$ cat config.mk
export PLATFORM = sky130hd
export DESIGN_NAME = tdm_demux
export DESIGN_NICKNAME = d
export VERILOG_FILES = /design/src/rtl/tdm_pkg.sv /design/src/rtl/tdm_slot_ctr.sv /design/src/rtl/tdm_demux.sv
export SDC_FILE = /design/constraint.sdc
export NUM_CORES = 1
export LEC_CHECK = 0
export BUFFER_PORTS_ARGS = -buffer_cell sky130_fd_sc_hd__buf_4
export CORE_ASPECT_RATIO = 1.25
export CORE_MARGIN = 1
export CORE_UTILIZATION = 52
export CTS_BUF_LIST = sky130_fd_sc_hd__clkbuf_8
export CTS_CLUSTER_SIZE = 16
export DETAILED_ROUTE_END_ITERATION = 7
export HOLD_SLACK_MARGIN = 0.05
export PLACE_DENSITY = 0.85
export SLEW_MARGIN = 15
export SYNTH_ARGS = -nofsm -noshare
export SYNTH_HDL_FRONTEND = slang
export SYNTH_HIERARCHICAL = 1
export SYNTH_SLANG_ARGS = --single-unit
$ cat constraint.sdc
create_clock -name in_clk -period 2.4 [get_ports in_clk]
set_input_delay 0.36 -clock in_clk [delete_from_list [all_inputs] [get_ports in_clk]]
set_output_delay 0.36 -clock in_clk [all_outputs]
set_load 0.02 [all_outputs]
$ cat src/rtl/tdm_pkg.sv
`default_nettype none
// ============================================================================
// Module      : tdm_pkg
// Description : Shared types and helpers for the TDM demultiplexer:
//               framing FSM state encoding and the slot-counter width function.
// Revision    : 1.0 - initial release
// ============================================================================
package tdm_pkg;

    // Framing FSM: HUNT waits for a frame marker, LOCK tracks slot position.
    typedef enum logic [0:0] {
        HUNT = 1'b0,
        LOCK = 1'b1
    } tdm_state_t;

    // Bits needed to count slots 0..n-1 (never less than one bit).
    function automatic int slot_width(input int n);
        return (n < 2) ? 1 : $clog2(n);
    endfunction

endpackage
`default_nettype wire

$ cat src/rtl/tdm_slot_ctr.sv
`default_nettype none
// ============================================================================
// Module      : tdm_slot_ctr
// Description : Slot position counter for the TDM demultiplexer.
//               Priority of controls: clear-to-0, load-to-1, advance.
//               Advance wraps NUM_CH-1 -> 0 with an explicit compare, so
//               NUM_CH need not be a power of two.
// Ports       : clk      - clock, rising edge
//               rst_n    - asynchronous active-low reset
//               i_clr    - force slot to 0
//               i_load1  - force slot to 1
//               i_adv    - advance slot by one with wrap
//               o_slot   - current slot
// Revision    : 1.0 - initial release
// ============================================================================
module tdm_slot_ctr #(
    parameter int NUM_CH = 4,
    parameter int SLOT_W = 2
) (
    input  logic              clk,
    input  logic              rst_n,
    input  logic              i_clr,
    input  logic              i_load1,
    input  logic              i_adv,
    output logic [SLOT_W-1:0] o_slot
);

    localparam logic [SLOT_W-1:0] c_last = SLOT_W'(NUM_CH - 1);
    localparam logic [SLOT_W-1:0] c_one  = SLOT_W'(1);

    logic [SLOT_W-1:0] r_slot;
    logic [SLOT_W-1:0] w_slot_nxt;

    always_comb begin
        w_slot_nxt = r_slot;
        if (i_clr) begin
            w_slot_nxt = '0;
        end else if (i_load1) begin
            w_slot_nxt = c_one;
        end else if (i_adv) begin
            w_slot_nxt = (r_slot == c_last) ? '0 : r_slot + c_one;
        end
    end

    always_ff @(posedge clk or negedge rst_n) begin
        if (!rst_n) begin
            r_slot <= '0;
        end else begin
            r_slot <= w_slot_nxt;
        end
    end

    assign o_slot = r_slot;

endmodule
`default_nettype wire

$ cat src/rtl/tdm_demux.sv
`default_nettype none
// ============================================================================
// Module      : tdm_demux
// Description : TDM receive demultiplexer. Accepts one sample per valid
//               cycle, tracks slot position against the frame marker and
//               steers each sample into its channel hold register. All
//               outputs are registered (1-cycle latency).
// Ports       : in_clk         - clock, rising edge
//               in_rst_n       - asynchronous active-low reset
//               in_data        - TDM sample
//               in_valid       - sample valid this cycle
//               in_frame       - slot-0 marker, qualified by in_valid
//               out_ch_data    - channel k in bits [k*DATA_W +: DATA_W]
//               out_ch_valid   - pulse: channel k updated
//               out_frame_done - pulse: last slot written
//               out_locked     - FSM is in LOCK
//               out_sync_err   - pulse: framing violation
// Revision    : 1.0 - initial release
// ============================================================================
module tdm_demux
    import tdm_pkg::*;
#(
    parameter int NUM_CH = 4,
    parameter int DATA_W = 8
) (
    input  logic                     in_clk,
    input  logic                     in_rst_n,
    input  logic [DATA_W-1:0]        in_data,
    input  logic                     in_valid,
    input  logic                     in_frame,
    output logic [NUM_CH*DATA_W-1:0] out_ch_data,
    output logic [NUM_CH-1:0]        out_ch_valid,
    output logic                     out_frame_done,
    output logic                     out_locked,
    output logic                     out_sync_err
);

    localparam int                c_slot_w = slot_width(NUM_CH);
    localparam logic [c_slot_w-1:0] c_last = c_slot_w'(NUM_CH - 1);

    tdm_state_t          r_state;
    tdm_state_t          w_state_nxt;
    logic [c_slot_w-1:0] w_slot;

    logic                w_wr;
    logic [c_slot_w-1:0] w_wr_ch;
    logic                w_sync_err;
    logic                w_clr;
    logic                w_load1;
    logic                w_adv;
    logic [NUM_CH-1:0]   w_ch_valid;

    logic [NUM_CH-1:0]   r_ch_valid;
    logic                r_frame_done;
    logic                r_sync_err;

    // Framing decisions for the sample presented this cycle.
    always_comb begin
        w_state_nxt = r_state;
        w_wr        = 1'b0;
        w_wr_ch     = '0;
        w_sync_err  = 1'b0;
        w_clr       = 1'b0;
        w_load1     = 1'b0;
        w_adv       = 1'b0;
        if (in_valid) begin
            case (r_state)
                HUNT: begin
                    // Unframed samples are dropped until a marker shows up.
                    if (in_frame) begin
                        w_wr        = 1'b1;
                        w_load1     = 1'b1;
                        w_state_nxt = LOCK;
                    end
                end
                LOCK: begin
                    if (in_frame) begin
                        // Marker always realigns to slot 0; flag it if early.
                        w_wr       = 1'b1;
                        w_load1    = 1'b1;
                        w_sync_err = (w_slot != '0);
                    end else if (w_slot == '0) begin
                        // Marker missing where one was due: lose lock.
                        w_sync_err  = 1'b1;
                        w_clr       = 1'b1;
                        w_state_nxt = HUNT;
                    end else begin
                        w_wr    = 1'b1;
                        w_wr_ch = w_slot;
                        w_adv   = 1'b1;
                    end
                end
                default: begin
                    w_clr       = 1'b1;
                    w_state_nxt = HUNT;
                end
            endcase
        end
    end

    always_comb begin
        w_ch_valid = '0;
        if (w_wr) begin
            w_ch_valid[w_wr_ch] = 1'b1;
        end
    end

    tdm_slot_ctr #(
        .NUM_CH (NUM_CH),
        .SLOT_W (c_slot_w)
    ) u_slot_ctr (
        .clk     (in_clk),
        .rst_n   (in_rst_n),
        .i_clr   (w_clr),
        .i_load1 (w_load1),
        .i_adv   (w_adv),
        .o_slot  (w_slot)
    );

    always_ff @(posedge in_clk or negedge in_rst_n) begin
        if (!in_rst_n) begin
            r_state      <= HUNT;
            r_ch_valid   <= '0;
            r_frame_done <= 1'b0;
            r_sync_err   <= 1'b0;
        end else begin
            r_state      <= w_state_nxt;
            r_ch_valid   <= w_ch_valid;
            r_frame_done <= w_wr && (w_wr_ch == c_last);
            r_sync_err   <= w_sync_err;
        end
    end

    // Per-channel hold registers; only the addressed channel loads.
    for (genvar k = 0; k < NUM_CH; k++) begin : g_ch
        logic [DATA_W-1:0] r_hold;

        always_ff @(posedge in_clk or negedge in_rst_n) begin
            if (!in_rst_n) begin
                r_hold <= '0;
            end else if (w_ch_valid[k]) begin
                r_hold <= in_data;
            end
        end

        assign out_ch_data[k*DATA_W +: DATA_W] = r_hold;
    end

    assign out_ch_valid   = r_ch_valid;
    assign out_frame_done = r_frame_done;
    assign out_sync_err   = r_sync_err;
    assign out_locked     = (r_state == LOCK);

endmodule
`default_nettype wire

# Yosys cells after proc, flatten, opt, wreduce, memory -nomap -nowiden
# Cells that the tools add are included.
# totals
ff_bits	41
in_bits	12
out_inout_bits	39
word_cells	47
# op_classes
n_eq_ne	2
reduce_logical	5
addsub	1
n_bitwise	1
mux	27
order_cmp	2
# op_table
cell	n
$mux 1	16
$mux 2	8
$eq 2x2->1 const B	2
$mux 4	1
$lt 2x3->1 const B	1
$reduce_bool 3->1	1
$add 2x1->2 const B	1
$demux 1 s2	1
$ge 2x1->1 const B	1
$logic_and 1x1->1	2
$logic_not 2->1	1
$pmux 1 s2	1
$reduce_bool 2->1	1
$not 1->1	1

# Logic depth before layout (Yosys ltp)
# Gate-level depths: netlist (run 1).
# logic_depth
depth_word	10
ltp_mapped	6

# Hierarchy
# The synthesis (run 1) kept the hierarchy.
# modules_own_cells
module	n_inst	seq_area_each_um2	area_per_inst_um2	cells_each
tdm_demux	1	950.9	1487.7	94
tdm_slot_ctr	1	50.0	102.6	9

# Least setup slack after synthesis (run 1)
# OpenSTA, ideal clock, no wires.
# synth_timing
path_type	register -> register
from	register u_slot_ctr.r_slot[0] (netlist: u_slot_ctr/o_slot[0])
to	register g_ch[3].r_hold[0]
required_ps	2275
period_less_slack_ps	1779
slack_ps	621
arrival_time_ps	1654
path_stages_with_launch	7
path_cell_list	dfrtp_1 -> nor2_1 -> ha_1 -> and4bb_4 -> and3_4 -> buf_6 -> mux2_2
# synth_via
elab_chain_cells	10
elab_cells_between_ends	15
cone_classes	order compare: 2; mux: 11; reduce/logical: 2
# synth_lines
element	line_no	rtl
from (decl)	tdm_slot_ctr.sv:31	logic [SLOT_W-1:0] r_slot;
from (signal assigned)	tdm_slot_ctr.sv:49	r_slot <= w_slot_nxt;
$logic_not 2->1	tdm_demux.sv:82	end else if (w_slot == '0) begin
$mux 2	tdm_demux.sv:82	
$mux 2	tdm_demux.sv:77	if (in_frame) begin
$mux 2	tdm_demux.sv:67	case (r_state)
$mux 2	tdm_demux.sv:66	if (in_valid) begin
$lt 2x3->1 (not written as such) or $ge 2x1->1 (tied branches)	tdm_demux.sv:104	w_ch_valid[w_wr_ch] = 1'b1;
$logic_and 1x1->1 (not written as such)	tdm_demux.sv:104	
$mux 1 (not written as such)	tdm_demux.sv:104	
$demux 1 s2	tdm_demux.sv:104	
$mux 4 (*)	tdm_demux.sv:103	if (w_wr) begin
named net w_ch_valid[3]	tdm_demux.sv:51	logic [NUM_CH-1:0] w_ch_valid;
to (signal assigned)	tdm_demux.sv:142	r_hold <= in_data;
to (decl)	tdm_demux.sv:136	logic [DATA_W-1:0] r_hold;
# The timed path passes the listed nets; every way through them passes the cells marked *.
# A chain may end at the register's enable or synchronous reset.

# Worst setup path after layout (run 1)
# layout_timing
from	register u_slot_ctr.r_slot[0] (netlist: u_slot_ctr/o_slot[0])
to	register g_ch[3].r_hold[1]
# layout_via
elab_chain_cells	10
elab_cells_between_ends	15
cone_classes	order compare: 2; mux: 11; reduce/logical: 2
# layout_lines
element	line_no
$logic_not 2->1	tdm_demux.sv:82
$mux 2	tdm_demux.sv:82
$mux 2	tdm_demux.sv:77
$mux 2	tdm_demux.sv:67
$mux 2	tdm_demux.sv:66
$lt 2x3->1 (not written as such) or $ge 2x1->1 (tied branches)	tdm_demux.sv:104
$logic_and 1x1->1 (not written as such)	tdm_demux.sv:104
$mux 1 (not written as such)	tdm_demux.sv:104
$demux 1 s2	tdm_demux.sv:104
$mux 4 (*)	tdm_demux.sv:103
# Mark *: on every way between the ends. The rest lies on a longest branch, timed or not.

==> results of run 1 <==
## cell type report
type	instances	area, µm²
clock buffer	7	96.34
clock inverter	1	30.03
fill	219	789.5
inverter	6	22.52
multi-input combinational	55	548.0
sequential	40	1001
tap	36	45.04
timing repair buffer	51	385.4
## flip-flops by register name, indices dropped and copies added (netlist names)
name               count
out_locked             1
out_sync_err           1
u_slot_ctr/o_slot      2
out_ch_valid           4
g_ch.r_hold           32
## worst paths after layout
check                                           from                end  slack (ns)  cells past startpoint
worst min register to register     g_ch[3].r_hold[7]  g_ch[3].r_hold[7]        0.51                      1
worst min-delay path                        in_valid       out_sync_err        0.32                      3
min in group asynchronous                   in_rst_n  g_ch[2].r_hold[0]        0.57                      2
max in group asynchronous                   in_rst_n  g_ch[2].r_hold[1]        1.49                      2
worst max register to register  u_slot_ctr/o_slot[0]  g_ch[3].r_hold[1]        0.51                      5
worst max-delay path            u_slot_ctr/o_slot[0]  g_ch[3].r_hold[1]        0.51                      5
## logic make-up after synthesis
| logic type | share of synthesized area |
|---|---|
| muxes | 0.2329 |
| DFF | 0.6294 |
| AOI/OAI and AO/OA | 0.01180 |
| adders and majority gates | 0.02361 |
| and+or+nand+nor | 0.07632 |
| buffers and inverters | 0.02596 |
## report_power, final
part	internal (µW)	switching, µW	leakage [µW]
clock	367	217	0.0000645
combinational	589	592	0.000526
sequential	945	177	0.000500
total	1900	986	0.00109
## per-stage QoR
step           area, µm²  instances  power, µW  hold slack, ns  utilization
2_1_floorplan       1590        103       1784         0.06441            -
3_3_place_gp        1992        187       2278          0.3473       0.6827
3_5_place_dp        1992        187       2322          0.3555       0.6827
4_1_cts             2128        196       2916          0.3129       0.7294
5_1_grt             2128        196       3048          0.3203       0.7294
6_report            2128        196       2886          0.3242       0.7294
## worst register-to-register path, delay by kind of cell (launching register included)
family	cells	cell delay, ns
flip-flops	1	0.48
multiplexers	1	0.35
adder cells (fa/ha/maj)	1	0.21
AND/OR/NAND/NOR	3	0.74
## metal layers
layer / share of wire / vias up / track usage
met5: 0 / - / 0
met2: 0.54 / 34 / 0.3620
met4: 0.016 / 0 / 0.08784
li1: - / 469 / -
met1: 0.39 / 515 / 0.2299
met3: 0.053 / 6 / 0.07143
## layout by cell type, fill, tap and decap left out
cell            n
nand2b_1        1
or3b_1          1
and3_2          2
and4bb_4        1
nand2_1         2
o211ai_2        1
buf_4          50
and2_1          1
and3_4          1
nor3b_1         1
nand3b_2        2
a31oi_1         1
clkbuf_8        7
ha_1            3
nor2_1          4
mux2_2         32
bufinv_16       1
dfrtp_1        40
inv_1           6
nor3_1          1
dlygate4sd3_1   1
mux2i_1         1
## timing repair
| item | CTS | global route |
|---|---|---|
| buffers inserted | 0 | 0 |
| hold endpoints to repair | 33 | 0 |
| resized for setup | 0 | 0 |
| hold buffers | 1 | 0 |
==> results by group, run 1 <==
Clock tree
  • TritonCTS buffer count: 5
  • Clk sinks: 40
  • CTS tree: built
  • Clock-pin slew on the worst setup and hold paths: 0.07 ns
  • Clk buf depth: 2
  • Clock Tree Root: clkbuf_8
  • H-tree depth: 2
  • Clock Latency Late Sink: 0.29 ns

Floorplan
  • Initial Util: 0.5450
  • Core ar.: 2918 µm²
  • # IOs: 51
  • Die Ht: 63.83 µm
  • Die extent in x: 51.46 µm
  • Row count: 22
  • Die area: 3285 µm²

Synthesis
  • Number of distinct library cells after synthesis: 20
  • Post-synth EDFFs: 0
  • Ys Warns: 6
  • Top-count cell post-synth: dfrtp_1
  • Ys async rst share: 1.000
  • Post-synth top cells: dfrtp_1, mux2_2, inv_1
  • Synth area leaders: dfrtp_1, mux2_2, ha_1, inv_1, nand3b_2
  • Synth Cell Area: 1590 µm²
  • Main flop type after synthesis: dfrtp_1
  • Post-synthesis instance total: 103
  • #FFs+latches synth: 40
  • Mean Syn Cell Area: 15.44 µm²
  • Cell taking the most area after synthesis: dfrtp_1
  • Post-Syn Nets: 118
  • Part of the Yosys area used for sequential elements: 0.6294
  • Share of the synthesized area in the top cell type: 0.6294

Routing
  • Detailed Routing Iterations Pass 1: 2
  • DRT antenna net count: 0
  • Initial DRC Count: 18
  • DRC: 0
  • Drt wl/cell: 14.99 µm
  • Final WL: 2938 µm
  • DR vias: 1024
  • DR vias/cell: 5.224

STA
  • Fmax: 528.2 MHz
  • Final setup fails: 0
  • Final worst-path cycle share: 0.7888
  • Final Hold Vio Count: 0
  • Setup WS post-layout: 0.5068 ns
  • RSZ-0062 raised after global routing: no
  • Worst-margin pin slew: 0.5910 ns
  • Slew Limit Fails: 0
  • Rel. slew slack: 0.6049
  • Final min period: 1.893 ns
  • Setup TNS: 0 ns
  • Worst Skew: 0.005273 ns

Global routing
  • Tot GR Track Use: 0.2102
  • GR Overflow Total: 0
  • Initial antenna violation count: 0
  • Vias in the first global route: 1110
  • Global-route wire length before repair: 4912 µm
  • Largest net degree at the start of global routing: 41

Run
  • Max cap viols: 0

Power
  • Leak pwr: 0.001090 µW
  • Peak VDD IR: 954.9 µV
  • PwrDens: 1356 nW/µm²

Cells and area
  • Syn-to-layout area delta: 33.83%
  • Post-layout net count: 174
  • Diodes inserted: 0
  • Share of cells above drive strength 1: 0.6063

Place
  • Routability cong.: 0.6462
  • Detail Placement HPWL: 2084 µm
  • Buffers added on ports: 50
  • Place WS: 0.5141 ns

Worst setup path
  • Cell Chain, Critical Path: nor2_1, ha_1, and4bb_4, and3_4, mux2_2
  • Crit-path max FO: 9
  • Worst path bufs/invs: 0
  • Peak per-stage delay on the critical path: 0.48 ns
  • Crit path kind: reg2reg
  • Worst EP required: 2.57 ns
  • Startpoint types: flip-flop
  • Critical path's top delay family: simple AND/OR/NAND/NOR gates
  • Arrival @ worst endpoint: 2.06 ns
  • Crit end category: flip-flop
  • Slowest CP cell: dfrtp_1

Status
  • Status: completed

Min path
  • Hold Path Class: in2reg
Note: power is estimated with default switching activity, not from simulation.
==> inputs of run 2 (changes only) <==
clock period = 1.9 ns   (was 2.4 ns; I/O delays follow)
==> run 2 against run 1 <==
  * Wire length up 1.8%
  * Flip-flop and latch count unchanged
  * Sequential share of layout area shrank 0.33 points
  * Core utilization increased by 0.51 points
  * Worst setup slack got worse by 0.36 ns
  * Sequential power is 24% higher
  * First-iteration DRC count decreased by 50%
  * Critical path type unchanged
  * Final cell count up 1.0%
  * Critical path depth unchanged
  * Die area is the same
==> results by group, run 2 (synthesis results as in run 1) <==
Cells and area
  • Share of cells above drive strength 1: 0.6111
  • Syn-to-layout area delta: 34.78%
  • Max reg flops: 32
  • Diodes inserted: 0
  • Commonest non-fill, non-tap cell in the layout: buf_4
  • Most flops, register: g_ch.r_hold
  • Post-layout net count: 176
  • Most frequent cells in the layout: buf_4, dfrtp_1, mux2_2
  • Final core occ: 0.7346

Clock tree
  • TritonCTS buffer count: 5
  • H-tree depth: 2
  • Clock Tree Root: clkbuf_8
  • CTS tree: built
  • Clock Latency Late Sink: 0.29 ns
  • Clk buf depth: 2
  • Number of gates resized after CTS: 0
  • Clock-pin slew on the worst setup and hold paths: 0.08 ns
  • Clk sinks: 40

Power
  • Part of the power in the clock network: 0.202
  • Peak VDD IR: 1200 µV
  • PwrDens: 1716 nW/µm²
  • Reg power frac: 0.377
  • Switching share of total power: 0.3412
  • Logic pwr share: 0.421
  • Pint: 2424 µW
  • Switch Pwr: 1255 µW
  • Leak pwr: 0.001100 µW

Worst setup path
  • R2R cell count: 5
  • Startpoint types: flip-flop
  • Worst EP required: 2.07 ns
  • Crit end category: flip-flop
  • Setup slack, reg-to-reg: 0.15 ns
  • Arrival @ worst endpoint: 1.92 ns
  • Worst R2R End: g_ch[2].r_hold[3]
  • Crit path kind: reg2reg
  • Crit-path max FO: 9
  • Setup crit end: g_ch[2].r_hold[3]
  • Worst Setup SP: u_slot_ctr/o_slot[1]
  • Reg2Reg Launch Point: u_slot_ctr/o_slot[1]

Global routing
  • Largest net degree at the start of global routing: 41
  • Global-route wire length before repair: 4802 µm
  • Tot GR Track Use: 0.2051
  • GR Overflow Total: 0
  • Initial antenna violation count: 0
  • Vias in the first global route: 1026

Run
  • Max cap viols: 0

STA
  • Setup TNS: 0 ns
  • Final setup fails: 0
  • Final min period: 1.749 ns
  • Worst Skew: 0.006517 ns
  • Slew Limit Fails: 0
  • Rel. slew slack: 0.5795
  • Final Hold Vio Count: 0
  • Worst-margin pin slew: 0.6289 ns
  • Hold WS: 0.2499 ns
  • RSZ-0062 raised after global routing: no
  • Final worst-path cycle share: 0.9206
  • Fmax: 571.7 MHz

Floorplan
  • Die Ht: 63.83 µm
  • Row count: 22
  • Die area: 3285 µm²
  • Die extent in x: 51.46 µm
  • Core ar.: 2918 µm²
  • # IOs: 51
  • Initial Util: 0.5450

Min path
  • Hold Path Class: in2reg
  • Worst hold path depth: 2

Place
  • Detail Placement HPWL: 2162 µm
  • Routability cong.: 0.6828
  • Buffers added on ports: 50

Routing
  • DRT antenna net count: 0
  • Final WL: 2990 µm
  • DRC: 0
  • Initial DRC Count: 9
  • Detailed Routing Iterations Pass 1: 3
  • DR vias/cell: 5.066
  • DR vias: 1003
  • Drt wl/cell: 15.10 µm

Status
  • Status: completed
[run 2: changes by cell type in the layout (fill, tap and decap cells not counted), sizes merged]
cell / previous run / this run
buf: 50 / 52
[run 2: power groups by stage]
stage / clock, µW / combinational [µW] / sequential (µW)
final: 744 / 1550 / 1390
after global routing: 800 / 1640 / 1430
after CTS: 757 / 1560 / 1390
after detailed placement: 0 / 1560 / 1410
after global placement: 0 / 1520 / 1390
after floorplan: 0 / 455 / 1800
[run 2: final cells by class]
class	instances	area, µm²
Clock inverter	1	30.03
Multi-Input combinational cell	55	548.0
Sequential cell	40	1001
Timing Repair Buffer	53	400.4
Inverter	6	22.52
Fill cell	214	774.5
Clock buffer	7	96.34
Tap cell	36	45.04
[run 2: worst max-delay path, stage by stage (launching register included)]
cell      delay [ns]
dfrtp_1         0.39
nor2_1          0.18
ha_1            0.21
and4bb_4        0.25
nand3b_2        0.24
mux2_2          0.38
[run 2: metal layers]
metal | up-vias | GRT usage | wire length (µm)
met2 | 34 | 0.3393 | 1535
met1 | 495 | 0.2427 | 1227
met5 | - | 0 | 0
li1 | 469 | - | -
met4 | 0 | 0.08108 | 52
met3 | 5 | 0.06667 | 174
[run 2: metrics by stage]
stage,worst slack [ns],instances,instance area [µm²],total power [µW]
3_5_place_dp,0.1081,189,2007,2968
6_report,0.1508,198,2143,3679
5_1_grt,0.04697,198,2143,3874
4_1_cts,0.1467,198,2143,3713
2_1_floorplan,0.1210,103,1590,2253
3_3_place_gp,0.1525,189,2007,2904
[run 2: worst min path at each step]
| stage | slack, ns | startpoint | end |
|---|---|---|---|
| floorplan | -0.01 | in_rst_n | g_ch[0].r_hold[0] |
| global placement | 0.27 | in_rst_n | g_ch[0].r_hold[0] |
| detailed placement | 0.28 | in_rst_n | g_ch[3].r_hold[0] |
| finish | 0.25 | in_data[4] | g_ch[3].r_hold[4] |
| CTS | 0.24 | in_data[4] | g_ch[3].r_hold[4] |
| global route | 0.24 | in_data[4] | g_ch[3].r_hold[4] |
[run 2: timing repair]
| action | 4_1_cts | 5_1_grt |
|---|---|---|
| setup buffers | 0 | 0 |
| endpoints found under the hold margin | 40 | 0 |
| hold buffers | 1 | 0 |
